File: src/rtl/wishbone_arbiter2_pkg.sv
// Shared types and constants for the two-master Wishbone arbiter.
package wishbone_arbiter2_pkg;

    typedef enum logic [1:0] {
        ARB_IDLE = 2'b00,
        ARB_M0   = 2'b01,
        ARB_M1   = 2'b10
    } arb_state_e;

    localparam int          ARB_TIMEOUT_DEFAULT = 16;
    localparam int          ARB_CNT_W_DEFAULT   = 5;
    localparam logic [31:0] ZERO_WORD           = 32'h0000_0000;

    // One-hot owner vector for a given arbiter state (bit0 = m0, bit1 = m1).
    function automatic logic [1:0] grant_of(input arb_state_e st);
        logic [1:0] g;
        case (st)
            ARB_M0:  g = 2'b01;
            ARB_M1:  g = 2'b10;
            default: g = 2'b00;
        endcase
        return g;
    endfunction

endpackage

File: src/rtl/wishbone_arbiter2_if.sv
// Wishbone classic bus bundle. "master" is the initiator view, "slave" the target view.
interface wishbone_arbiter2_if;
    logic        cyc;
    logic        stb;
    logic        we;
    logic [3:0]  sel;
    logic [31:0] addr;
    logic [31:0] dat_w;
    logic [31:0] dat_r;
    logic        ack;
    logic        err;

    modport master (
        output cyc, stb, we, sel, addr, dat_w,
        input  dat_r, ack, err
    );

    modport slave (
        input  cyc, stb, we, sel, addr, dat_w,
        output dat_r, ack, err
    );
endinterface

File: src/rtl/wishbone_arbiter2_wb_watchdog.sv
// Counts strobe cycles without acknowledge and pulses err when the slave is
// considered dead. TIMEOUT = 0 disables the err pulse entirely.
module wishbone_arbiter2_wb_watchdog #(
    parameter int TIMEOUT = 16,
    parameter int CNT_W   = 5
) (
    input  logic clk,
    input  logic rst,
    input  logic stb,
    input  logic ack,
    input  logic clr,
    output logic err
);

    localparam logic [CNT_W-1:0] LIMIT = (TIMEOUT == 0) ? '0 : CNT_W'(TIMEOUT - 1);

    logic [CNT_W-1:0] wd_cnt_q;
    logic [CNT_W-1:0] wd_cnt_d;
    logic             expire;

    // Next count: restart on ack, idle strobe, grant change or expiry; else count up.
    always_comb begin
        expire = (TIMEOUT != 0) && stb && !ack && (wd_cnt_q == LIMIT);
        if (clr || !stb || ack || expire) begin
            wd_cnt_d = '0;
        end else begin
            wd_cnt_d = wd_cnt_q + CNT_W'(1);
        end
    end

    // Counter register.
    always_ff @(posedge clk) begin
        if (rst) begin
            wd_cnt_q <= '0;
        end else begin
            wd_cnt_q <= wd_cnt_d;
        end
    end

    assign err = expire;

endmodule

File: src/rtl/wishbone_arbiter2.sv
// Two-master, one-slave Wishbone arbiter. Grant is held for a whole CYC,
// ties are broken round-robin, and a watchdog turns a missing ACK into ERR.
module wishbone_arbiter2
    import wishbone_arbiter2_pkg::*;
#(
    parameter int TIMEOUT = ARB_TIMEOUT_DEFAULT,
    parameter int CNT_W   = ARB_CNT_W_DEFAULT
) (
    input  logic                 clk,
    input  logic                 rst,
    wishbone_arbiter2_if.slave   m0,
    wishbone_arbiter2_if.slave   m1,
    wishbone_arbiter2_if.master  s,
    output logic [1:0]           grant_o
);

    arb_state_e state_q;
    arb_state_e state_d;
    logic       last_grant_q;
    logic       last_grant_d;
    logic       wd_err;

    // State register; last_grant resets to 1 so m0 wins the first tie.
    always_ff @(posedge clk) begin
        if (rst) begin
            state_q      <= ARB_IDLE;
            last_grant_q <= 1'b1;
        end else begin
            state_q      <= state_d;
            last_grant_q <= last_grant_d;
        end
    end

    // Next-state: hold while the owner keeps CYC, hand off directly on release.
    always_comb begin
        state_d      = state_q;
        last_grant_d = last_grant_q;
        case (state_q)
            ARB_IDLE: begin
                if (m0.cyc && m1.cyc) begin
                    state_d = last_grant_q ? ARB_M0 : ARB_M1;
                end else if (m0.cyc) begin
                    state_d = ARB_M0;
                end else if (m1.cyc) begin
                    state_d = ARB_M1;
                end
            end
            ARB_M0: begin
                if (!m0.cyc) begin
                    last_grant_d = 1'b0;
                    state_d      = m1.cyc ? ARB_M1 : ARB_IDLE;
                end
            end
            ARB_M1: begin
                if (!m1.cyc) begin
                    last_grant_d = 1'b1;
                    state_d      = m0.cyc ? ARB_M0 : ARB_IDLE;
                end
            end
            default: begin
                state_d = ARB_IDLE;
            end
        endcase
    end

    // Slave-side forwarding of the owner's request; all zero when idle.
    always_comb begin
        s.cyc   = 1'b0;
        s.stb   = 1'b0;
        s.we    = 1'b0;
        s.sel   = 4'h0;
        s.addr  = ZERO_WORD;
        s.dat_w = ZERO_WORD;
        case (state_q)
            ARB_M0: begin
                s.cyc   = m0.cyc;
                s.stb   = m0.stb;
                s.we    = m0.we;
                s.sel   = m0.sel;
                s.addr  = m0.addr;
                s.dat_w = m0.dat_w;
            end
            ARB_M1: begin
                s.cyc   = m1.cyc;
                s.stb   = m1.stb;
                s.we    = m1.we;
                s.sel   = m1.sel;
                s.addr  = m1.addr;
                s.dat_w = m1.dat_w;
            end
            default: ;
        endcase
    end

    // Master-side responses: only the owner with an open cycle sees ack/err/data.
    always_comb begin
        m0.ack   = 1'b0;
        m0.err   = 1'b0;
        m0.dat_r = ZERO_WORD;
        m1.ack   = 1'b0;
        m1.err   = 1'b0;
        m1.dat_r = ZERO_WORD;
        case (state_q)
            ARB_M0: begin
                m0.ack   = s.ack & m0.cyc & m0.stb;
                m0.err   = wd_err & m0.cyc;
                m0.dat_r = s.dat_r;
            end
            ARB_M1: begin
                m1.ack   = s.ack & m1.cyc & m1.stb;
                m1.err   = wd_err & m1.cyc;
                m1.dat_r = s.dat_r;
            end
            default: ;
        endcase
    end

    wishbone_arbiter2_wb_watchdog #(
        .TIMEOUT (TIMEOUT),
        .CNT_W   (CNT_W)
    ) u_wb_watchdog (
        .clk (clk),
        .rst (rst),
        .stb (s.stb),
        .ack (s.ack),
        .clr (state_d != state_q),
        .err (wd_err)
    );

    assign grant_o = grant_of(state_q);

endmodule

File: src/flat_wrapper.sv
// flat-port wrapper written by rule: the top's interface ports become plain ports
module wishbone_arbiter2_flat import wishbone_arbiter2_pkg::*;
#(
    parameter int TIMEOUT = ARB_TIMEOUT_DEFAULT,
    parameter int CNT_W   = ARB_CNT_W_DEFAULT
)
  (clk, rst, grant_o, m0_cyc, m0_stb, m0_we, m0_sel, m0_addr, m0_dat_w, m0_dat_r, m0_ack, m0_err, m1_cyc, m1_stb, m1_we, m1_sel, m1_addr, m1_dat_w, m1_dat_r, m1_ack, m1_err, s_cyc, s_stb, s_we, s_sel, s_addr, s_dat_w, s_dat_r, s_ack, s_err);
  wishbone_arbiter2_if m0_i ();
  wishbone_arbiter2_if m1_i ();
  wishbone_arbiter2_if s_i ();
  input  logic clk;
  input  logic rst;
  output logic [1:0] grant_o;
  input wire logic [$bits(m0_i.cyc)-1:0] m0_cyc;
  input wire logic [$bits(m0_i.stb)-1:0] m0_stb;
  input wire logic [$bits(m0_i.we)-1:0] m0_we;
  input wire logic [$bits(m0_i.sel)-1:0] m0_sel;
  input wire logic [$bits(m0_i.addr)-1:0] m0_addr;
  input wire logic [$bits(m0_i.dat_w)-1:0] m0_dat_w;
  output wire logic [$bits(m0_i.dat_r)-1:0] m0_dat_r;
  output wire logic [$bits(m0_i.ack)-1:0] m0_ack;
  output wire logic [$bits(m0_i.err)-1:0] m0_err;
  input wire logic [$bits(m1_i.cyc)-1:0] m1_cyc;
  input wire logic [$bits(m1_i.stb)-1:0] m1_stb;
  input wire logic [$bits(m1_i.we)-1:0] m1_we;
  input wire logic [$bits(m1_i.sel)-1:0] m1_sel;
  input wire logic [$bits(m1_i.addr)-1:0] m1_addr;
  input wire logic [$bits(m1_i.dat_w)-1:0] m1_dat_w;
  output wire logic [$bits(m1_i.dat_r)-1:0] m1_dat_r;
  output wire logic [$bits(m1_i.ack)-1:0] m1_ack;
  output wire logic [$bits(m1_i.err)-1:0] m1_err;
  output wire logic [$bits(s_i.cyc)-1:0] s_cyc;
  output wire logic [$bits(s_i.stb)-1:0] s_stb;
  output wire logic [$bits(s_i.we)-1:0] s_we;
  output wire logic [$bits(s_i.sel)-1:0] s_sel;
  output wire logic [$bits(s_i.addr)-1:0] s_addr;
  output wire logic [$bits(s_i.dat_w)-1:0] s_dat_w;
  input wire logic [$bits(s_i.dat_r)-1:0] s_dat_r;
  input wire logic [$bits(s_i.ack)-1:0] s_ack;
  input wire logic [$bits(s_i.err)-1:0] s_err;
  assign m0_i.cyc = m0_cyc;
  assign m0_i.stb = m0_stb;
  assign m0_i.we = m0_we;
  assign m0_i.sel = m0_sel;
  assign m0_i.addr = m0_addr;
  assign m0_i.dat_w = m0_dat_w;
  assign m0_dat_r = m0_i.dat_r;
  assign m0_ack = m0_i.ack;
  assign m0_err = m0_i.err;
  assign m1_i.cyc = m1_cyc;
  assign m1_i.stb = m1_stb;
  assign m1_i.we = m1_we;
  assign m1_i.sel = m1_sel;
  assign m1_i.addr = m1_addr;
  assign m1_i.dat_w = m1_dat_w;
  assign m1_dat_r = m1_i.dat_r;
  assign m1_ack = m1_i.ack;
  assign m1_err = m1_i.err;
  assign s_cyc = s_i.cyc;
  assign s_stb = s_i.stb;
  assign s_we = s_i.we;
  assign s_sel = s_i.sel;
  assign s_addr = s_i.addr;
  assign s_dat_w = s_i.dat_w;
  assign s_i.dat_r = s_dat_r;
  assign s_i.ack = s_ack;
  assign s_i.err = s_err;
  wishbone_arbiter2 #(.TIMEOUT(TIMEOUT), .CNT_W(CNT_W)) u_core (.clk(clk), .rst(rst), .m0(m0_i), .m1(m1_i), .s(s_i), .grant_o(grant_o));
endmodule
File: config.mk
export PLATFORM = sky130hd
export DESIGN_NAME = wishbone_arbiter2_flat
export DESIGN_NICKNAME = d
export VERILOG_FILES = /design/src/rtl/wishbone_arbiter2_pkg.sv /design/src/rtl/wishbone_arbiter2_if.sv /design/src/rtl/wishbone_arbiter2_wb_watchdog.sv /design/src/rtl/wishbone_arbiter2.sv /design/src/flat_wrapper.sv
export SDC_FILE = /design/constraint.sdc
export NUM_CORES = 1
export LEC_CHECK = 0
export BUFFER_PORTS_ARGS = -buffer_cell sky130_fd_sc_hd__buf_2
export CAP_MARGIN = 20
export CORE_AREA = 2 2 123 125
export CTS_CLUSTER_SIZE = 8
export DETAILED_ROUTE_END_ITERATION = 8
export DIE_AREA = 0 0 125 127
export PLACE_DENSITY = 0.54
export SLEW_MARGIN = 20
export SYNTH_ARGS = -nofsm -noshare
export SYNTH_HDL_FRONTEND = slang
export SYNTH_SLANG_ARGS = --single-unit
File: constraint.sdc
create_clock -name clk -period 2.38 [get_ports clk]
set_clock_uncertainty 0.15 [all_clocks]
set_input_delay 0.238 -clock clk [delete_from_list [all_inputs] [get_ports clk]]
set_output_delay 0.238 -clock clk [all_outputs]
set_load 0.02 [all_outputs]
# Word level (Yosys, flattened, before mapping)
# Cells that the tools add are included.
# classes
n_addsub,1
n_eq_ne,6
mux,25
bitwise,6
n_reduce_logical,12
# op_table
cell,n
$pmux 32 s2,2
$mux 32,2
$mux 2,7
$pmux 1 s2,4
$pmux 4 s2,1
$mux 1,7
$and 1x1->1,6
$pmux 2 s3,1
$add 5x1->5 const B,1
$eq 5x4->1 const B,1
$ne 2x2->1 const B,2
$pmux 2 s2,1
$logic_and 1x1->1,3
$logic_or 1x1->1,3
$reduce_and 3->1,1
$eq 2x1->1 const B,1
$eq 2x2->1 const B,1
$logic_not 1->1,2
$logic_not 2->1,1
$ne 2x2->1,1
$reduce_bool 2->1,1
$reduce_or 2->1,1
# word_totals
register_bits,8

# Logic depth before layout (Yosys ltp)
# depth
word_depth,9
mapped_depth,7
mapped_depth_nobuf,7

# Modules after synthesis
# Synthesis repeated with hierarchy kept, for this count alone.
# hier_totals
hier_cells,304
hier_area_um2,2093.3
# by_module_without_submodules
mod,n_inst,cells_per_inst,area_each_um2
wishbone_arbiter2,1,283,1881.8
wishbone_arbiter2_wb_watchdog,1,21,211.5

# Worst setup path after synthesis
# OpenSTA, ideal clock, no wires.
# synth_path
path_kind,register -> output
start,register u_core.state_q[1]
end,output s_cyc
arrival_ns,1.907
required_ns,1.992
path_slack_ns,0.085
stages_incl_launch_ff,8
cell_sequence,dfxtp_1 inv_1 ha_1 buf_2 clkbuf_1 clkbuf_1 nand2_1 a21boi_0
# synth_between
elab_chain_len,2
word_cells_on_any_way,3
classes_between,eq/ne: 2; mux: 1
# synth_rtl
item,line_no,text
start: declaration,wishbone_arbiter2.sv:17,arb_state_e state_q;
start signal: assignment,wishbone_arbiter2.sv:29,state_q <= state_d;
$eq 2x2->1 / $eq 2x1->1 (equally long branches),wishbone_arbiter2.sv:74,case (state_q)
$pmux 1 s2 *,wishbone_arbiter2.sv:74,
end: declaration,flat_wrapper.sv:32,output wire logic [$bits(s_i.cyc)-1:0] s_cyc;
# Mark *: on every way between the ends. The rest lies on a longest branch, timed or not.

# Worst setup path in the final report
# layout_path
start,register u_core.state_q[1]
end,output s_dat_w[5]
# layout_between
elab_chain_len,2
word_cells_on_any_way,3
classes_between,eq/ne: 2; mux: 1
# layout_rtl
item,line_no,text
$eq 2x2->1 / $eq 2x1->1 (equally long branches),wishbone_arbiter2.sv:74,
$pmux 32 s2 *,wishbone_arbiter2.sv:74,
end: declaration,flat_wrapper.sv:37,output wire logic [$bits(s_i.dat_w)-1:0] s_dat_w;
# Marked as above.

==> results.yml <==
sta:
  max_freq_ghz: 0.449
  final.min_clock_period_ns: 2.23
  tightest_slew_ns: 0.623
  max_slew_margin_pct: 58.1
  hold_viol: 0
  period_share_pct: 93.6
  grt_setup_unrepaired: "no"
  finalSetupViolCount: 0
  slew_violations: 0
  setup_tns_ns: 0
synth:
  synth.largest_area_cell: "a22oi_1"
  synth_ff_type: "dfxtp_1"
  yosysUniqueCellTypes: 39
  ys_warn_count: 0
  syn-num-nets: 494
  ys_ff_latch: 8
  synth_area_leaders: "a22oi_1 25%, nor2b_1 21%, and2_1 19%, dfxtp_1 7.6%, clkbuf_1 4.8%"
  syn_area_per_cell_um2: 6.85
  synth_edf_count: 0
  yosysSeqAreaShare_pct: 7.59
  syn-instance-count: 308
  synthesis.area_um2: 2110
  synth_top_area_share_pct: 24.9
  synthArstFlopShare_pct: 0
  synth_most_common_cell: "nor2b_1"
  synth_commonest_cells: "71 x nor2b_1, 70 x a22oi_1, 64 x and2_1, 27 x clkbuf_1"
floorplan:
  pin_count: 319
  die_x_um: 125
  core_um2: 14400
  start_util_pct: 14.6
  dieArea_um2: 15900
  die_h_um: 127
  rows: 44
clocking:
  clock_latency_ns: 0.23
  cts_sinks: 8
  numCtsBuffers: 3
  cts-root-buf: "clkbuf_16"
  ctsLongestPathBuffers: 2
  cts_tree: "yes"
  cts.htree.levels: 1
  clk_pin_slew_worst_paths_ns: 0.04
grt:
  antenna_found_initial: 0
  grt-ovfl-total: 0
  grt_usage_pct: 11.5
  grt_pass1_wl_um: 15500
  grt_max_degree: 56
  grt_pass1_vias: 2848
pwr:
  cellPowerDensity_nw_per_um2: 413
  comb_power_share_pct: 74.1
  seqPwrFrac_pct: 9.0
  internal-power_mw: 0.891
  vdd_drop_max_uv: 476
  p_sw_mw: 0.768
  p_leak_nw: 2.16
  swShare_pct: 46.3
  clkPwrFrac_pct: 16.8
routing:
  wl_per_cell_um: 13.4
  drt-initial-drc-count: 164
  ant_nets: 0
  remaining_drc_errors: 0
  wl_um: 10600
  num_vias: 3268
  viasPerCell: 4.15
  firstDrtPassIters: 4
outcome:
  status: "finished clean"
job:
  drv_cap: 0
setup_path:
  end_kind: "primary output"
  critPathMaxFanout: 47
  worstPathRequired_ns: 1.99
  crit_type: "reg -> out"
  cp-start-kind: "register"
  arrival_ns: 1.84
finish:
  antenna_cells: 0
  drive_above_1_share_pct: 55.6
  ff_latch_area_um2: 160
  filler_cell_count: 1592
  fin_cells: 787
  multi_input_area_um2: 1820
  fin_nets: 791
  syn_to_final_growth_pct: 90.3
place:
  port_buffers: 317
  dp.cells: 784
  hpwlAfterDp_um: 8570
  place_congestion: 0.798
hold_path:
  hold_path_class: "in -> reg"
[repair_timing]
item	in CTS	in global routing
endpoints found under the setup margin	0	30
hold buffers	0	0
resized for setup	0	2
buffers inserted	0	0
[cells by family (layout without fill, tap and decap cells)]
logic type / after synthesis / count (layout) / share of synthesized area [%]
AOI/OAI and AO/OA: 85 / 85 / 29.9
xor gates and xnor gates: 2 / 2 / 0.831
adders and majority gates: 8 / 8 / 4.75
buffers and inverters: 39 / 334 / 7.53
DFF: 8 / 8 / 7.59
and+or+nand+nor: 166 / 166 / 49.4
[power groups by stage]
stage / Sequential [mW] / Clock [mW] / Combinational, mW
after floorplan: 0.154 / 0 / 0.746
after global placement: 0.152 / 0 / 1.24
after detailed placement: 0.152 / 0 / 1.23
after CTS: 0.150 / 0.286 / 1.24
after global routing: 0.151 / 0.289 / 1.34
final: 0.150 / 0.279 / 1.23
[layer usage]
layer / part of all wire (%) / up-vias / global-route usage, %
li1: - / 1678 / -
met1: 44 / 1462 / 15.7
met2: 50 / 120 / 20.4
met3: 4.9 / 8 / 0.838
met4: 0.75 / 0 / 1.83
met5: 0 / - / 0
[critical path, cell delays in order (launching register included)]
cell and delay [ns]:
dfxtp_1 0.41, inv_1 0.14, ha_2 0.40, buf_6 0.27, nor2b_1 0.19, buf_2 0.18
[cell usage in the layout, fill, tap and decap left out, types with 2 or more instances in the layout]
master	instances
a21boi_0	2
a22oi_1	70
and2_1	64
and3_1	2
buf_12	4
buf_2	317
buf_4	4
clkbuf_16	3
dfxtp_1	8
ha_1	5
ha_4	2
inv_1	5
nand2_1	5
nand2b_1	2
nand3_1	2
nor2_1	4
nor2b_1	71
nor3_1	2
nor4_1	4
o21ai_0	4
[registers in the layout (all words and copies together), names as in the netlist]
signal                         count
u_core.u_wb_watchdog.wd_cnt_q      5
u_core.state_q                     2
u_core.last_grant_q                1
[layout make-up]
| type | instances | share of cell area, % |
|---|---|---|
| Clock buffer | 3 | 1.87 |
| Inverter | 5 | 0.467 |
| Multi-Input combinational cell | 261 | 45.4 |
| Sequential cell | 8 | 3.99 |
| Tap cell | 184 | 5.73 |
| Timing Repair Buffer | 326 | 42.5 |
[worst paths after layout]
kind / from / to / slack (ns) / cells after the start
setup / recovery: u_core.state_q[1] / s_dat_w[5] / 0.15 / 5
hold / removal: rst / u_core.state_q[0] / 0.08 / 2
setup reg to reg: u_core.u_wb_watchdog.wd_cnt_q[0] / u_core.u_wb_watchdog.wd_cnt_q[2] / 0.37 / 7
hold reg to reg: u_core.u_wb_watchdog.wd_cnt_q[0] / u_core.u_wb_watchdog.wd_cnt_q[0] / 0.31 / 1
[through the flow]
stage	instance area, µm²	hold slack, ns	util, %	power [mW]	setup WS [ns]
after detailed placement	3930	0.308	27.3	1.39	0.293
after global routing	4020	0.0950	27.8	1.78	0.0295
after floorplan	2110	0.164	-	0.900	0.0855
after global placement	3930	0.305	27.3	1.39	0.274
after CTS	4010	0.0753	27.8	1.67	0.0479
final	4020	0.0829	27.8	1.66	0.152
Power figures use the tool's default switching activity.
